### config.mk
export PLATFORM = sky130hd
export DESIGN_NAME = full_subtractor
export DESIGN_NICKNAME = d
export VERILOG_FILES = /design/src/rtl/full_subtractor.sv
export SDC_FILE = /design/constraint.sdc
export NUM_CORES = 1
export LEC_CHECK = 0
export BUFFER_PORTS_ARGS = -buffer_cell sky130_fd_sc_hd__buf_2
export CORE_AREA = 2 2 39 41
export CTS_CLUSTER_DIAMETER = 40
export CTS_CLUSTER_SIZE = 20
export DETAILED_ROUTE_END_ITERATION = 6
export DIE_AREA = 0 0 41 43
export SLEW_MARGIN = 20
export SYNTH_ARGS = -nofsm -noshare
export SYNTH_HDL_FRONTEND = slang
export SYNTH_SLANG_ARGS = --single-unit
### constraint.sdc
create_clock -name clk -period 1.47 [get_ports clk]
set_clock_uncertainty 0.2 [all_clocks]
set_input_delay 0.2205 -clock clk [delete_from_list [all_inputs] [get_ports clk]]
set_output_delay 0.2205 -clock clk [all_outputs]
set_load 0.05 [all_outputs]
### src/rtl/full_subtractor.sv
// Registered ripple-borrow subtractor: diff = x - y - bin, with per-bit
// borrow-propagate/generate terms exported for a lookahead-borrow unit.

module full_subtractor_cell (
    input  logic x,
    input  logic y,
    input  logic bin,
    output logic d,
    output logic p,
    output logic g,
    output logic bout
);
    // Borrow passes through a bit when its operands are equal.
    assign p    = ~(x ^ y);
    assign g    = ~x & y;
    assign d    = x ^ y ^ bin;
    assign bout = g | (p & bin);
endmodule

module full_subtractor #(
    parameter int WIDTH = 1
) (
    input  logic             clk,
    input  logic             rst_n,
    input  logic [WIDTH-1:0] x,
    input  logic [WIDTH-1:0] y,
    input  logic             bin,
    output logic             bout,
    output logic [WIDTH-1:0] diff,
    output logic [WIDTH-1:0] p,
    output logic [WIDTH-1:0] g
);
    logic [WIDTH:0]   b;
    logic [WIDTH-1:0] d_c;
    logic [WIDTH-1:0] p_c;
    logic [WIDTH-1:0] g_c;

    assign b[0] = bin;

    for (genvar i = 0; i < WIDTH; i++) begin : g_bit
        full_subtractor_cell u_cell (
            .x    (x[i]),
            .y    (y[i]),
            .bin  (b[i]),
            .d    (d_c[i]),
            .p    (p_c[i]),
            .g    (g_c[i]),
            .bout (b[i+1])
        );
    end

    always_ff @(posedge clk) begin
        if (!rst_n) begin
            bout <= 1'b0;
            diff <= '0;
            p    <= '0;
            g    <= '0;
        end else begin
            bout <= b[WIDTH];
            diff <= d_c;
            p    <= p_c;
            g    <= g_c;
        end
    end
endmodule

==> metrics.cfg <==
[worst_setup_path]
path_max_fanout = 1
cpPeakStageDelay_ns = 0.30
required_ns = 1.05
cp_top_family = flip-flops
slowest_stage = dfxtp_1
path_cells = buf_2
critical_path_class = flip-flop to output pin
crit_buf_inv = 1
endpoint_kind = output pin
cp_data_arrival_time_ns = 0.79
startpoint_type = flip-flop

[sta]
relSlewSlack = 0.835
tightestPinTransition_ns = 0.249
fmax_mhz = 829
period_share = 0.821
setup-tns-final_ns = 0
rsz0062_at_grt = no
maxSlewViolCount = 0
period_minus_slack_ns = 1.21
finalHoldViolCount = 0
finalSetupViolations = 0

[routing]
ant_nets = 0
first_pass_iters = 1
vias = 111
drt_iter0_drc = 0
drc = 0
vias_per_cell = 2.92
wl_per_cell_um = 7.39
drt_wl_total_um = 281

[synthesis]
syn-num-nets = 18
ys_async_sr_fraction = 0
yosysMostFrequentCell = dfxtp_1
yosysUniqueCellTypes = 6
netlist.area_leader.share = 0.557
ys_ff_latch = 4
synth_seq_area_share = 0.557
avgSynthCellArea_um2 = 13.1
ys_warn_count = 0
synth_edf_count = 0
synth_cells = 11
synthTopCellsByCount = dfxtp_1 (4), and2_1 (3)
yosys_most_used_dff = dfxtp_1
netlist_top_cells_area = dfxtp_1 (56%), fa_1 (14%), and2_1 (13%), ha_1 (8.7%), nor2b_2 (6.1%)
synthesis.area_um2 = 144
yosys.area.top_type = dfxtp_1

[global_route]
grt_usage = 0.0472
antenna_found_initial = 0
gr-total-overflow = 0
grt_start_max_net_pins = 5
grt_first_pass_wirelength_um = 393
grt_pass1_vias = 104

[clock_tree]
ctsHoldBuffers = 0
ctsResizeCount = 0
cts_num_sinks = 4
numCtsBuffers = 3
cts_buffer_depth = 2
post_cts.repair.setup_buffers = 0
path_clk_slew_ns = 0.04
cts_tree = done
cts-htree-levels = 1
root_buffer = clkbuf_4

[finish]
fill_cells = 157
fin_nets = 31
diodes = 0
utilization = 0.164
drive_above_1_share = 0.545
syn_to_final_growth_pct = 57.4

[floorplan]
row_count = 14
start_util = 0.104
die-area_um2 = 1760
die_w_um = 41
io_pins = 9
core_area_um2 = 1380
die_y_um = 43

[power_and_ir_drop]
power.net_switching_mw = 0.0862
clkPwrFrac = 0.437
p_comb_frac = 0.182
leakagePower_nw = 0.114
internal_power_mw = 0.225
p_per_area_nw_per_um2 = 1370
switching_share = 0.277
seqPwrFrac = 0.381
ir_drop_v = 0.000220
p_total_mw = 0.311

[min_path]
hold_path_class = input port to flip-flop

[placed_design]
io_buffers = 8
finalWeightedCongestion = 0.572

[run]
max_cap_viol_count = 0

[outcome]
status = complete, no violations

-- cell families after synthesis --
group,after synthesis,synth area share
simple gates,4,0.191
flops,4,0.557
fa+ha+maj,2,0.226
buf+inv,1,0.0261
-- power groups by stage --
stage          sequential, mW  combinational (mW)  clock [mW]
6_report                0.119              0.0565       0.136
5_1_grt                 0.119              0.0616       0.148
4_1_cts                 0.119              0.0573       0.146
3_5_place_dp            0.120              0.0566           0
3_3_place_gp            0.120              0.0561           0
2_1_floorplan           0.149              0.0113           0
-- cells in the final DEF (no fill, tap or decap), drive strengths merged --
master,count
buf,8
ha,1
inv,1
nor2b,1
dfxtp,4
and2,3
fa,1
clkbuf,3
-- per-stage QoR --
step	cells	instance area (um2)	setup slack, ns	hold WS (ns)
final	38	226	0.264	0.0404
after global routing	38	226	0.238	0.0454
after CTS	38	226	0.250	0.0332
after detailed placement	35	204	0.225	0.271
after global placement	35	204	0.228	0.270
after floorplan	11	144	0.350	0.142
-- layer usage --
layer / share of wire / track usage
met1: 0.50 / 0.0452
met2: 0.30 / 0.0281
met3: 0.20 / 0.0628
met4: 0 / 0.0800
met5: 0 / 0
-- cell type report --
type / count / area [um2] / share of cell area
sequential: 4 / 80.1 / 0.354
multi-input combinational: 6 / 60.1 / 0.265
timing repair buffer: 8 / 40.0 / 0.177
clock buffer: 3 / 22.5 / 0.0994
tap: 16 / 20.0 / 0.0884
inverter: 1 / 3.75 / 0.0166
-- registers in the layout, indices dropped and copies added (netlist names) --
register  flops
bout          1
g             1
diff          1
p             1
-- final timing paths --
path | startpoint | endpoint | slack, ns | depth (start not counted)
max | bout$_SDFF_PN0_ | bout | 0.26 | 1
min | rst_n | p$_SDFF_PN0_ | 0.04 | 2
Power figures use the tool's default switching activity.
